File: config.mk
export PLATFORM = sky130hd
export DESIGN_NAME = othello_ctrl
export DESIGN_NICKNAME = d
export VERILOG_FILES = /design/src/rtl/ctrl_pkg.sv /design/src/rtl/ctrl_ai_scan.sv /design/src/rtl/othello_ctrl.sv
export SDC_FILE = /design/constraint.sdc
export NUM_CORES = 1
export LEC_CHECK = 0
export CORE_MARGIN = 2
export CORE_UTILIZATION = 45
export CTS_BUF_LIST = sky130_fd_sc_hd__clkbuf_4
export CTS_CLUSTER_DIAMETER = 100
export DETAILED_ROUTE_END_ITERATION = 10
export PLACE_DENSITY = 0.75
export REMOVE_ABC_BUFFERS = 1
export SETUP_SLACK_MARGIN = 0.05
export SLEW_MARGIN = 10
export SYNTH_ARGS = -nofsm -noshare
export SYNTH_HDL_FRONTEND = slang
export SYNTH_SLANG_ARGS = --single-unit
File: constraint.sdc
create_clock -name i_clk -period 31.7 [get_ports i_clk]
set_input_delay 6.34 -clock i_clk [delete_from_list [all_inputs] [get_ports i_clk]]
set_output_delay 6.34 -clock i_clk [all_outputs]
set_load 0.005 [all_outputs]
File: src/rtl/ctrl_pkg.sv
// Shared types and constants for the Othello game controller.
package ctrl_pkg;

    localparam int BOARD_W = 128;

    typedef enum logic [2:0] {
        IDLE        = 3'd0,
        AI_CALC     = 3'd1,
        AI_PLACE    = 3'd2,
        WAIT_PLAYER = 3'd3,
        GAMEOVER    = 3'd4
    } state_t;

    typedef enum logic [1:0] {
        EMPTY = 2'b00,
        AI    = 2'b01,
        HUMAN = 2'b10
    } cell_t;

    localparam logic [1:0] MODE_EASY   = 2'd0;
    localparam logic [1:0] MODE_NORMAL = 2'd1;
    localparam logic [1:0] MODE_HARD   = 2'd2;
    localparam logic [1:0] MODE_2P     = 2'd3;

    // True when the board is full once cell idx has been filled.
    function automatic logic full_with(input logic [BOARD_W-1:0] board, input logic [5:0] idx);
        logic full;
        full = 1'b1;
        for (int unsigned i = 0; i < 64; i++) begin
            if (board[{i[5:0], 1'b0} +: 2] == EMPTY && i[5:0] != idx)
                full = 1'b0;
        end
        return full;
    endfunction

endpackage

File: src/rtl/ctrl_ai_scan.sv
// Raster-order move scanner: one cell per cycle, neighbour scoring per mode,
// max tracking with lowest-index tie break; empty board yields (3,3).
module ctrl_ai_scan
    import ctrl_pkg::*;
(
    input  logic               clk,
    input  logic               rst,
    input  logic [BOARD_W-1:0] board,
    input  logic [1:0]         mode,
    input  logic               start,
    input  logic               abort,
    output logic [2:0]         best_row,
    output logic [2:0]         best_col,
    output logic               done
);

    logic [5:0] idx;
    logic       busy;
    logic       best_valid;
    logic [5:0] best_idx;
    logic [3:0] best_score;

    logic [3:0] cnt_ai;
    logic [3:0] cnt_hu;
    logic [3:0] score;
    logic [3:0] nr;
    logic [3:0] nc;
    logic [1:0] nb;
    logic       cur_empty;
    logic       take;
    logic [5:0] final_idx;

    // Neighbour coordinates use a 4-bit wrap so both -1 and 8 land with bit 3 set.
    always_comb begin
        cnt_ai = '0;
        cnt_hu = '0;
        nr     = '0;
        nc     = '0;
        nb     = '0;
        for (int unsigned d = 0; d < 9; d++) begin
            if (d != 4) begin
                nr = {1'b0, idx[5:3]} + 4'(d / 3) - 4'd1;
                nc = {1'b0, idx[2:0]} + 4'(d % 3) - 4'd1;
                if (!nr[3] && !nc[3]) begin
                    nb = board[{nr[2:0], nc[2:0], 1'b0} +: 2];
                    if (nb == AI)
                        cnt_ai = cnt_ai + 4'd1;
                    if (nb == HUMAN)
                        cnt_hu = cnt_hu + 4'd1;
                end
            end
        end

        case (mode)
            MODE_EASY:   score = '0;
            MODE_NORMAL: score = cnt_ai + cnt_hu;
            default:     score = cnt_ai + {cnt_hu[2:0], 1'b0};
        endcase

        cur_empty = board[{idx, 1'b0} +: 2] == EMPTY;
        take      = cur_empty && (!best_valid || score > best_score);
        final_idx = take ? idx : best_idx;
    end

    always_ff @(posedge clk or posedge rst) begin
        if (rst) begin
            idx        <= '0;
            busy       <= 1'b0;
            best_valid <= 1'b0;
            best_idx   <= '0;
            best_score <= '0;
            best_row   <= '0;
            best_col   <= '0;
            done       <= 1'b0;
        end else if (start) begin
            idx        <= '0;
            busy       <= 1'b1;
            best_valid <= 1'b0;
            best_idx   <= '0;
            best_score <= '0;
            done       <= 1'b0;
        end else if (abort) begin
            busy <= 1'b0;
            done <= 1'b0;
        end else begin
            done <= 1'b0;
            if (busy) begin
                if (take) begin
                    best_valid <= 1'b1;
                    best_idx   <= idx;
                    best_score <= score;
                end
                idx <= idx + 6'd1;
                if (idx == 6'd63) begin
                    busy <= 1'b0;
                    done <= 1'b1;
                    if (board == '0)
                        {best_row, best_col} <= 6'd27;
                    else
                        {best_row, best_col} <= final_idx;
                end
            end
        end
    end

endmodule

File: src/rtl/othello_ctrl.sv
// Othello game controller: FSM, board registers and one-step undo history.
// Define CTRL_UNDO_EN to compile in undo history and i_prestep handling.
module othello_ctrl
    import ctrl_pkg::*;
(
    input  logic               i_clk,
    input  logic               i_rst,
    input  logic [1:0]         i_mode,
    input  logic               i_start,
    input  logic               i_surrender,
    input  logic               i_prestep,
    input  logic [2:0]         i_row,
    input  logic [2:0]         i_col,
    input  logic               i_player_done,
    output logic [BOARD_W-1:0] o_board,
    output logic [2:0]         o_row,
    output logic [2:0]         o_col,
    output logic               o_aidone,
    output logic [2:0]         o_state
);

    state_t     state;
    state_t     state_n;
    logic [1:0] mode_q;
    logic       turn_hu;
    logic       two_p;

    logic [2:0] scan_row;
    logic [2:0] scan_col;
    logic       scan_done;
    logic       scan_start;
    logic       scan_abort;

    logic       clr_board;
    logic       wr_en;
    logic [5:0] wr_idx;
    cell_t      wr_val;
    logic       aidone_n;
    logic       turn_toggle;
    logic       undo_en;
    logic       undo_ok;
    logic [5:0] player_idx;
    logic [5:0] ai_idx;
    logic       player_empty;

    assign two_p        = mode_q == MODE_2P;
    assign player_idx   = {i_row, i_col};
    assign ai_idx       = {scan_row, scan_col};
    assign player_empty = o_board[{player_idx, 1'b0} +: 2] == EMPTY;
    assign scan_abort   = state != AI_CALC || i_surrender;
    assign o_state      = state;

`ifdef CTRL_UNDO_EN
    logic [5:0] hist_last;
    logic [5:0] hist_prev;
    logic [1:0] hist_cnt;

    // 1P undo removes a human+AI pair, so it needs two recorded placements.
    assign undo_ok = i_prestep && (two_p ? hist_cnt != 2'd0 : hist_cnt == 2'd2);

    always_ff @(posedge i_clk or posedge i_rst) begin
        if (i_rst) begin
            hist_last <= '0;
            hist_prev <= '0;
            hist_cnt  <= '0;
        end else if (clr_board) begin
            hist_cnt <= '0;
        end else if (wr_en) begin
            hist_prev <= hist_last;
            hist_last <= wr_idx;
            if (hist_cnt != 2'd2)
                hist_cnt <= hist_cnt + 2'd1;
        end else if (undo_en) begin
            hist_cnt <= '0;
        end
    end
`else
    logic unused_undo;
    assign undo_ok     = 1'b0;
    assign unused_undo = i_prestep ^ undo_en;
`endif

    ctrl_ai_scan u_scan (
        .clk      (i_clk),
        .rst      (i_rst),
        .board    (o_board),
        .mode     (mode_q),
        .start    (scan_start),
        .abort    (scan_abort),
        .best_row (scan_row),
        .best_col (scan_col),
        .done     (scan_done)
    );

    always_ff @(posedge i_clk or posedge i_rst) begin
        if (i_rst)
            state <= IDLE;
        else
            state <= state_n;
    end

    always_comb begin
        state_n     = state;
        clr_board   = 1'b0;
        wr_en       = 1'b0;
        wr_idx      = '0;
        wr_val      = EMPTY;
        aidone_n    = 1'b0;
        scan_start  = 1'b0;
        turn_toggle = 1'b0;
        undo_en     = 1'b0;

        if (i_start) begin
            clr_board = 1'b1;
            if (i_mode == MODE_2P) begin
                state_n = WAIT_PLAYER;
            end else begin
                state_n    = AI_CALC;
                scan_start = 1'b1;
            end
        end else begin
            case (state)
                AI_CALC: begin
                    if (i_surrender)
                        state_n = GAMEOVER;
                    else if (scan_done)
                        state_n = AI_PLACE;
                end
                AI_PLACE: begin
                    if (i_surrender) begin
                        state_n = GAMEOVER;
                    end else begin
                        wr_en    = 1'b1;
                        wr_idx   = ai_idx;
                        wr_val   = AI;
                        aidone_n = 1'b1;
                        state_n  = full_with(o_board, ai_idx) ? GAMEOVER : WAIT_PLAYER;
                    end
                end
                WAIT_PLAYER: begin
                    if (i_surrender) begin
                        state_n = GAMEOVER;
                    end else if (undo_ok) begin
                        undo_en     = 1'b1;
                        turn_toggle = two_p;
                    end else if (i_player_done && player_empty) begin
                        wr_en  = 1'b1;
                        wr_idx = player_idx;
                        wr_val = (two_p && !turn_hu) ? AI : HUMAN;
                        if (full_with(o_board, player_idx)) begin
                            state_n = GAMEOVER;
                        end else if (two_p) begin
                            turn_toggle = 1'b1;
                        end else begin
                            state_n    = AI_CALC;
                            scan_start = 1'b1;
                        end
                    end
                end
                default: ;
            endcase
        end
    end

    always_ff @(posedge i_clk or posedge i_rst) begin
        if (i_rst) begin
            o_board <= '0;
        end else if (clr_board) begin
            o_board <= '0;
        end else begin
            if (wr_en)
                o_board[{wr_idx, 1'b0} +: 2] <= wr_val;
`ifdef CTRL_UNDO_EN
            if (undo_en) begin
                o_board[{hist_last, 1'b0} +: 2] <= EMPTY;
                if (!two_p)
                    o_board[{hist_prev, 1'b0} +: 2] <= EMPTY;
            end
`endif
        end
    end

    always_ff @(posedge i_clk or posedge i_rst) begin
        if (i_rst) begin
            mode_q   <= '0;
            turn_hu  <= 1'b0;
            o_row    <= '0;
            o_col    <= '0;
            o_aidone <= 1'b0;
        end else begin
            o_aidone <= aidone_n;
            if (i_start) begin
                mode_q  <= i_mode;
                turn_hu <= 1'b0;
            end else if (turn_toggle) begin
                turn_hu <= ~turn_hu;
            end
            if (aidone_n) begin
                o_row <= scan_row;
                o_col <= scan_col;
            end
        end
    end

endmodule

Yosys cells after proc, flatten, opt, wreduce, memory -nomap -nowiden:

Index checks and enable logic that the tools add are counted.

* output and inout port bits: 138
* input port bits: 14
* flip-flop bits (word level): 166
* word-level logic and storage cells: 682

* add/sub/neg operators: 28
* shift operators: 12
* $lt $le $gt $ge: 1
* multiplexer cells: 241
* equality and inequality tests: 154
* bitwise gates (word level): 3
* reduce and logical (&&, ||, !) cells: 228

Operator list (number)
* $shiftx A128 B8 Y2: 10
* $ne A6 B6 Y1 const A: 64
* $mux W128: 2
* $ne A5 B6 Y1 const A: 32
* $mux W1: 172
* $logic_and A1 B1 Y1: 139
* $mux W4: 34
* $logic_not A2 Y1: 67
* $bwmux W128: 1
* $logic_not A128 Y1: 1
* $shift A2 B9 Y128 const A: 1
* $shiftx A2 B9 Y128: 1
* $ne A4 B6 Y1 const A: 16
* $mux W6: 11
* $add A4 B1 Y4 const B: 14
* $ne A3 B6 Y1 const A: 8
* $mux W3: 11
* $ne A2 B6 Y1 const A: 4
* $eq A2 B2 Y1 const B: 10
* $eq A2 B1 Y1 const B: 9
* $sub A4 B1 Y4 const B: 4
* $ne A1 B6 Y1 const A: 2
* $pmux W6 S2: 1
* $reduce_bool A6 Y1: 2
* 28 further kinds: 51

Longest topological paths before layout:

Gate-level depths: netlist of run 1.

* depth after elaboration: 77
* depth in mapped cells: 62
* gate-level depth less buffers: 53

By module:

A second synthesis of run 1 with hierarchy kept.

* cell total of the unflattened synthesis: 2012
* area total of the unflattened synthesis: 17471.8 µm²

By module, submodules not included
* othello_ctrl: cells an instance 1159, instances 1, area each 9924.5 µm²
* ctrl_ai_scan: cells an instance 853, instances 1, area each 7547.2 µm²

Least setup slack after synthesis of run 1:

Ideal clock, no wire load.

* path kind: flip-flop to flip-flop
* start: register u_scan.idx[0]
* end: register u_scan.best_row[2]
* period minus slack after synthesis: 10.806 ns
* path buffers: 8
* library setup time: 0.110 ns
* setup slack: 20.894 ns
* data arrival time: 10.695 ns
* required time: 31.590 ns
* stages on the path, launching flop included: 59
* cell sequence: dfrtp_1 > buf_6 > buf_8 > buf_6 > buf_6 > buf_2 > buf_2 > inv_1 > ha_1 > buf_4 > inv_1 > buf_4 > mux4_2 > mux4_2 > nand2_1 > o21ai_0 > nand2_1 > nor3_1 > [... 23 more ...] > a21oi_1 > nor2_1 > o211ai_1 > nor4b_1 > xor2_1 > xnor2_1 > xnor2_2 > mux2i_1 > nand2_1 > ha_1 > a21oi_1 > a41oi_1 > o32a_1 > inv_1 > nor2_1 > o221ai_1 > nand2b_1 > o41ai_1

* cells in the longest elaborated chain, start to end: 33

Ends and longest elaborated chain
* start: declaration: RTL line ctrl_ai_scan.sv:17 `logic [5:0] idx;`
* start signal: assignment: RTL line ctrl_ai_scan.sv:93 `idx <= idx + 6'd1;`
* $sub A3 B1 Y4: RTL line ctrl_ai_scan.sv:43 `nc = {1'b0, idx[2:0]} + 4'(d % 3) - 4'd1;`
* $shiftx A128 B8 Y2: RTL line ctrl_ai_scan.sv:45 `nb = board[{nr[2:0], nc[2:0], 1'b0} +: 2];`
* $eq A2 B1 Y1 or $eq A2 B2 Y1 (tied branches): RTL line ctrl_ai_scan.sv:46, ctrl_ai_scan.sv:48
* $mux W1 (on tied branches): RTL line ctrl_ai_scan.sv:46, ctrl_ai_scan.sv:48
* $mux W4: RTL line ctrl_ai_scan.sv:44 `if (!nr[3] && !nc[3]) begin`
* $add A4 B1 Y4 (on tied branches): RTL line ctrl_ai_scan.sv:47, ctrl_ai_scan.sv:49
* $mux W4 (on tied branches): RTL line ctrl_ai_scan.sv:46, ctrl_ai_scan.sv:48
* $mux W4: RTL line ctrl_ai_scan.sv:44
* [... 17 more ...]
* $mux W4: RTL line ctrl_ai_scan.sv:44
* $add A4 B4 Y4 (on tied branches): RTL line ctrl_ai_scan.sv:57, ctrl_ai_scan.sv:56
* $pmux W4 S2: RTL line ctrl_ai_scan.sv:54 `case (mode)`
* $gt A4 B4 Y1: RTL line ctrl_ai_scan.sv:61 `take = cur_empty && (!best_valid || score > best_score);`
* $logic_or A1 B1 Y1: RTL line ctrl_ai_scan.sv:61
* $logic_and A1 B1 Y1: RTL line ctrl_ai_scan.sv:61
* $mux W6
* $mux W3: RTL line ctrl_ai_scan.sv:97 `if (board == '0)`
* end signal: assignment: RTL line ctrl_ai_scan.sv:100 `{best_row, best_col} <= final_idx;`
* end: declaration: RTL line ctrl_ai_scan.sv:12 `output logic [2:0] best_row,`

Parallel ways exist; a longest one is shown, timed or not.
A chain may end at the register's enable or synchronous reset.

Final worst setup path of run 1:

* start: register u_scan.idx[1]
* end: register u_scan.best_score[0]

* cells in the longest elaborated chain, start to end: 33

Ends and longest elaborated chain
* $sub A3 B1 Y4: RTL line ctrl_ai_scan.sv:43
* $shiftx A128 B8 Y2: RTL line ctrl_ai_scan.sv:45
* $eq A2 B1 Y1 or $eq A2 B2 Y1 (tied branches): RTL line ctrl_ai_scan.sv:46, ctrl_ai_scan.sv:48
* $mux W1 (on tied branches): RTL line ctrl_ai_scan.sv:46, ctrl_ai_scan.sv:48
* $mux W4: RTL line ctrl_ai_scan.sv:44
* $add A4 B1 Y4 (on tied branches): RTL line ctrl_ai_scan.sv:47, ctrl_ai_scan.sv:49
* $mux W4 (on tied branches): RTL line ctrl_ai_scan.sv:46, ctrl_ai_scan.sv:48
* $mux W4: RTL line ctrl_ai_scan.sv:44
* [... 17 more ...]
* $mux W4: RTL line ctrl_ai_scan.sv:44
* $add A4 B4 Y4 (on tied branches): RTL line ctrl_ai_scan.sv:57, ctrl_ai_scan.sv:56
* $pmux W4 S2: RTL line ctrl_ai_scan.sv:54
* $gt A4 B4 Y1: RTL line ctrl_ai_scan.sv:61
* $logic_or A1 B1 Y1: RTL line ctrl_ai_scan.sv:61
* $logic_and A1 B1 Y1: RTL line ctrl_ai_scan.sv:61
* $reduce_bool A2 Y1 (no line)
* $reduce_and A3 Y1 (no line)
* end signal: assignment: RTL line ctrl_ai_scan.sv:91 `best_score <= score;`
* end: declaration: RTL line ctrl_ai_scan.sv:21 `logic [3:0] best_score;`

Parallel ways exist; a longest one is shown, timed or not. The select of a mux whose other input is x is not followed.

==> impl_metrics.tcl, run 1 <==
set metrics [dict create \
    run_status "completed" \
    crit_arrival_ns 13.00 \
    grt_first_pass_wirelength_mm 112 \
    first_global_vias 16600 \
    setup_viol 0 \
    critical_path_peak_fanout 40 \
    routed_wire_length_per_instance_um 30.7 \
    yosys_register_bits 166 \
    global_route.usage.total_pct 41.4 \
    antenna_found_initial 3 \
    worst_path_required_ns 32.24 \
    finalWeightedCongestion 1.07 \
    maxCapViolCount 0 \
    timing.final.max_slew_violations 0 \
    cts.repair_timing.setup_buffer_count 0 \
    period_share_pct 39.3 \
    final_core_util_pct 52.5 \
    crit_path_max_incr_delay_ns 0.66 \
    powerDensity_nw_per_um2 29.6 \
    fmax_mhz 80.2 \
    largest_net_degree_at_the_start_of_global_routing 94 \
    sink_count_of_the_clock_tree 166 \
    critical-path-top-delay-family "adder cells" \
    detailedRoute.firstIterationViolations 2770 \
    drtAntennaViolNets 0 \
    slew_at_the_pin_with_the_worst_max_slew_slack_ns 1.25 \
    category_of_the_worst_setup_path_launch_point "flop" \
    grt_overflow_total 0 \
    layout_cells_sized_above_1_pct 14.5 \
    synth_async_sr_flop_share_pct 100 \
    die_w_um 192 \
    synth-warning-count 0 \
    syn_std_cell_area_um2 16000 \
    timing.hold.worst.class "flop to flop" \
    detailed_place_hpwl_mm 56.8 \
    placement_rows 68 \
    postSynthCellCount 1909 \
    critical_path.most_common_cell "sky130_fd_sc_hd__ha_1" \
    cts_repair_resize_count 0 \
    cp_slowest_cell "sky130_fd_sc_hd__mux4_2" \
    via_per_inst 7.23 \
    floorplan.core_area_um2 34700 \
    max_slew_margin_pct 16.2 \
    cp-end-kind "flop" \
    fin_crit_ns 12.46 \
    layout-area-overhead-vs-synth_pct 14.3 \
    layoutNonFillerInstCount 2481 \
    max_clock_buf_depth 2 \
    drt_drc_violations_left 0 \
    layout_common_cells "222 x sky130_fd_sc_hd__nor2_1, 215 x sky130_fd_sc_hd__nand2_1, 165 x sky130_fd_sc_hd__dfrtp_1" \
    clock_tree.htree_level_count 4 \
    clock_skew_ns 0.0271 \
    avgSynthCellArea_um2 8.36 \
    clock_root_buffer "sky130_fd_sc_hd__clkbuf_4" \
    io_buffers 150 \
    clk-insertion-delay-late_ns 0.64 \
    timing.setup.critical_path_class "flop to flop" \
    dp.cells 2447 \
    floorplan.io_pins 152 \
    post_synth_num_cell_types 99 \
    cts_bufs_inserted 17 \
    final_hold_violating_endpoints 0 \
    synthFlopType "sky130_fd_sc_hd__dfrtp_1" \
    final.hold.worst_slack_ns 0.530 \
    first_pass_iteration_count_of_the_detailed_router 7 \
    routed_wirelength_mm 76.3 \
    cellLeakagePower_nw 6.60 \
    cts_hold_buffers 0 \
    layout_commonest_cell "sky130_fd_sc_hd__nor2_1" \
    power.ir.vdd_worst_v 0.0000275 \
    die_h_um 192 \
    clk_pin_slew_ns 0.17 \
    detailroute.via_count 17938 \
    fin_nets 2054 \
    start_util_pct 46.0 \
    die-area_um2 37000 \
    critical_path_buf_inv_count 8 \
    setup_total_negative_slack_ns 0 \
    setup_repair_after_global_routing_missed_its_margin "false" \
    cts_tree "yes" \
    synth-edff-count 0 \
    synth_sequential_area_ratio_pct 26.0 \
]
## area by class of cell
| type | instances | area (um^2) |
|---|---|---|
| antenna | 2 | 5.00 |
| clock buffer | 17 | 128 |
| clock inverter | 15 | 179 |
| fill | 3293 | 16500 |
| inverter | 36 | 141 |
| multi-input combinational | 1585 | 11100 |
| sequential | 166 | 4160 |
| tap | 455 | 569 |
| timing repair buffer | 205 | 1910 |
## stage by stage
step	setup slack (ns)	power [mW]	cell area, um^2
floorplan	17.28	0.353	15400
global placement	19.49	0.401	17900
detailed placement	19.44	0.405	17900
CTS	19.36	0.535	18200
global route	18.55	0.562	18200
finish	19.24	0.540	18200
## power by group
group | internal (mW) | switching [mW]
clock | 0.0374 | 0.0968
sequential | 0.218 | 0.00812
combinational | 0.0659 | 0.115
## cell usage after synthesis (16+ instances only)
master                       n  area (um^2)
sky130_fd_sc_hd__o21ai_0   157          786
sky130_fd_sc_hd__o32ai_1    18          158
sky130_fd_sc_hd__ha_1       27          338
sky130_fd_sc_hd__mux2i_1    71          711
sky130_fd_sc_hd__buf_2      21          105
sky130_fd_sc_hd__nand3_1   151          756
sky130_fd_sc_hd__nor3_1     91          455
sky130_fd_sc_hd__and3_1     21          131
sky130_fd_sc_hd__a21oi_1    60          300
sky130_fd_sc_hd__nand2b_1   17          106
sky130_fd_sc_hd__nand4_1    49          307
sky130_fd_sc_hd__xnor2_1    22          193
sky130_fd_sc_hd__nor4_1     19          119
sky130_fd_sc_hd__dfrtp_1   166         4150
sky130_fd_sc_hd__o22ai_1    35          219
sky130_fd_sc_hd__mux2_2     30          338
sky130_fd_sc_hd__or2_2      16          100
sky130_fd_sc_hd__inv_1      34          128
sky130_fd_sc_hd__a211oi_1   20          150
sky130_fd_sc_hd__clkbuf_1   72          270
sky130_fd_sc_hd__nor2_1    223          837
sky130_fd_sc_hd__mux4_2     87         1960
sky130_fd_sc_hd__xor2_1     17          149
sky130_fd_sc_hd__nand2_1   215          807
sky130_fd_sc_hd__and2_1     20          125
sky130_fd_sc_hd__a31o_2     32          280
## state kept, by name, summed over array words and instances, names as in the netlist
name / flops
o_board: 128
u_scan.best_idx: 6
u_scan.idx: 6
u_scan.best_score: 4
o_col: 3
o_row: 3
o_state: 3
u_scan.best_col: 3
u_scan.best_row: 3
mode_q: 2
o_aidone: 1
turn_hu: 1
u_scan.best_valid: 1
u_scan.busy: 1
u_scan.done: 1
## cells by family (layout without fill, tap and decap cells)
kind of cell    Yosys count  count (layout)  share of synthesized area, %
compound gates          439             439                          18.2
xor+xnor                 49              49                          3.43
other cells               0               2                             0
buf+inv                 158             273                          4.45
fa+ha+maj                29              29                          2.37
simple gates            873             873                          26.1
mux                     195             195                          19.4
flops                   166             166                          26.0
## final timing paths
kind | cells after the start | start | slack [ns] | endpoint
max in group asynchronous | 3 | i_rst | 23.87 | u_scan.idx[0]
worst max register to register | 52 | u_scan.idx[1] | 19.24 | u_scan.best_score[0]
worst min-delay path | 1 | o_row[0] | 0.53 | o_row[0]
worst min register to register | 1 | o_row[0] | 0.53 | o_row[0]
min in group asynchronous | 2 | i_rst | 6.21 | o_board[40]
worst max-delay path | 52 | u_scan.idx[1] | 19.24 | u_scan.best_score[0]
## per-layer routing
layer	up-vias	global-route usage (%)	part of all wire, %
met5	-	0.275	0.035
met4	4	19.9	6.3
met3	357	13.9	15
met2	1456	59.7	41
met1	8694	55.6	38
li1	7427	-	-
Power figures use the tool's default switching activity.
==> run 2: changes to the inputs <==
- PLACE_DENSITY: 0.75 -> 0.78
- clock period: 31.7 -> 11.11 ns (I/O delays scaled with it)
==> run 2 against run 1 <==
  * Count of clock-buffer cells in the layout unchanged
  * Hold slack improved by 0.0037 ns
  * Largest cell class unchanged
  * Critical path type unchanged
  * Non-clock buffer count is 32 higher
==> impl_metrics.tcl, run 2 (same netlist as run 1, synthesis figures left out) <==
set metrics [dict create \
    cellLeakagePower_nw 6.80 \
    grt_overflow_total 0 \
    critical_path_destination "u_scan.best_row[2]" \
    cp-end-kind "flop" \
    cp_slowest_cell "sky130_fd_sc_hd__xor2_2" \
    sink_count_of_the_clock_tree 166 \
    slew_at_the_pin_with_the_worst_max_slew_slack_ns 1.19 \
    grt_first_pass_wirelength_mm 112 \
    clock_skew_ns 0.0501 \
    critical_path.most_common_cell "sky130_fd_sc_hd__ha_1" \
    io_buffers 150 \
    clk_pin_slew_ns 0.17 \
    floorplan.core_area_um2 34700 \
    timing.hold.worst.class "flop to flop" \
    clock_tree.htree_level_count 4 \
    reg.largest.list "o_board: 128 flops, u_scan.best_idx: 6 flops, u_scan.idx: 6 flops" \
    layout-area-overhead-vs-synth_pct 17.0 \
    first_pass_iteration_count_of_the_detailed_router 6 \
    detailed_place_hpwl_mm 59.1 \
    routed_wire_length_per_instance_um 31.0 \
    via_per_inst 7.11 \
    internal-power_uw 945 \
    clock_root_buffer "sky130_fd_sc_hd__clkbuf_4" \
    layout_cells_sized_above_1_pct 16.4 \
    final_hold_violating_endpoints 0 \
    finalWeightedCongestion 1.06 \
    swShare_pct 40.6 \
    largest_net_degree_at_the_start_of_global_routing 106 \
    fin_crit_ns 10.47 \
    dp.cells 2474 \
    powerDensity_nw_per_um2 85.3 \
    detailroute.via_count 17872 \
    max_slew_margin_pct 20.4 \
    drt_drc_violations_left 0 \
    die_w_um 192 \
    critical_path_peak_fanout 39 \
    cts_bufs_inserted 17 \
    die_h_um 192 \
    worst_path_required_ns 11.63 \
    switchingPower_uw 646 \
    fmax_mhz 95.5 \
    worst_r2r_endpoint "u_scan.best_row[2]" \
    drtAntennaViolNets 0 \
    largest_register_ffs 128 \
    timing.final.max_slew_violations 0 \
    setup_viol 0 \
    power.ir.vdd_worst_v 0.0000878 \
    final_core_util_pct 53.8 \
    maxCapViolCount 0 \
    fin_nets 2086 \
    layoutNonFillerInstCount 2513 \
    category_of_the_worst_setup_path_launch_point "flop" \
    run_status "completed" \
    clk-insertion-delay-late_ns 0.64 \
    crit_path_max_incr_delay_ns 0.50 \
    combinationalPowerShare_pct 34.5 \
    cts_tree "yes" \
    worstHoldPathCells 1 \
    crit_arrival_ns 10.99 \
    layout_common_cells "222 x sky130_fd_sc_hd__nor2_1, 214 x sky130_fd_sc_hd__nand2_1, 165 x sky130_fd_sc_hd__dfrtp_1" \
    r2r_slack_ns 0.64 \
    p_clk_share_pct 25.2 \
    filler_cell_count 3260 \
    global_route.usage.total_pct 41.9 \
    r2r_cells 45 \
    regMostFlops "o_board" \
    placement_rows 68 \
    die-area_um2 37000 \
    floorplan.io_pins 152 \
    period_share_pct 94.2 \
    detailedRoute.firstIterationViolations 2587 \
    launch_point_of_the_worst_reg_to_reg_path "u_scan.idx[1]" \
    cts_hold_buffers 0 \
    post-layout-total-power_mw 1.59 \
    seq_power_share_pct 40.3 \
    layout_commonest_cell "sky130_fd_sc_hd__nor2_1" \
    final.hold.worst_slack_ns 0.534 \
    routed_wirelength_mm 77.9 \
    max_clock_buf_depth 2 \
    first_global_vias 16323 \
    antenna_found_initial 3 \
    timing.setup.critical_path_class "flop to flop" \
    start_util_pct 46.0 \
    setup_repair_after_global_routing_missed_its_margin "false" \
    startpoint "u_scan.idx[1]" \
]
==> run 2: critical path, delay by kind of cell, from the launching register on <==
kind | cells | cell delay [ns]
muxes | 2 | 0.49
buffers and inverters | 4 | 0.93
DFF | 1 | 0.41
AOI/OAI and AO/OA | 13 | 2.36
and+or+nand+nor | 14 | 2.71
adders and majority gates | 8 | 2.38
xor gates and xnor gates | 4 | 1.06
==> run 2: worst min-delay path by stage <==
stage,from,to
6_report,o_row[2],o_row[2]
5_1_grt,o_row[0],o_row[0]
4_1_cts,o_row[0],o_row[0]
3_5_place_dp,o_row[0],o_row[0]
3_3_place_gp,o_col[0],o_col[0]
2_1_floorplan,u_scan.best_valid,u_scan.best_valid
==> run 2: what timing repair did <==
item | CTS | global route
resized for setup | 1 | 16
endpoints found under the setup margin | 1 | 17
hold endpoints to repair | 0 | 0
pin swaps | 0 | 3
cloned | 0 | 1
setup buffers | 0 | 4
==> run 2: metal layers <==
metal,vias up,track usage [%],part of all wire [%]
li1,7490,-,-
met3,214,12.0,13
met2,1325,61.7,43
met4,2,16.0,4.6
met1,8841,58.0,40
met5,-,0,0.017
==> run 2: power groups by stage <==
stage / registers, mW / clock network [mW] / logic, mW
4_1_cts: 0.643 / 0.397 / 0.521
3_3_place_gp: 0.652 / 0 / 0.508
5_1_grt: 0.644 / 0.422 / 0.584
2_1_floorplan: 0.682 / 0 / 0.326
3_5_place_dp: 0.654 / 0 / 0.518
6_report: 0.642 / 0.401 / 0.548
==> run 2: cell type report <==
cell class / instances / area, um^2 / share of cell area, %
Inverter: 36 / 141 / 0.758
Tap cell: 455 / 569 / 3.05
Clock buffer: 17 / 128 / 0.684
Timing Repair Buffer: 237 / 2220 / 11.9
Clock inverter: 15 / 213 / 1.14
Antenna cell: 2 / 5.00 / 0.0268
Multi-Input combinational cell: 1585 / 11200 / 60.2
Sequential cell: 166 / 4160 / 22.3
==> run 2: metrics by stage <==
step | worst slack [ns] | area, um^2 | TNS, ns
detailed placement | 0.0948 | 18200 | 0
global route | 0.0113 | 18700 | 0
finish | 0.643 | 18700 | 0
floorplan | -3.31 | 15400 | -53.18
global placement | 0.340 | 18200 | 0
CTS | 0.120 | 18500 | 0
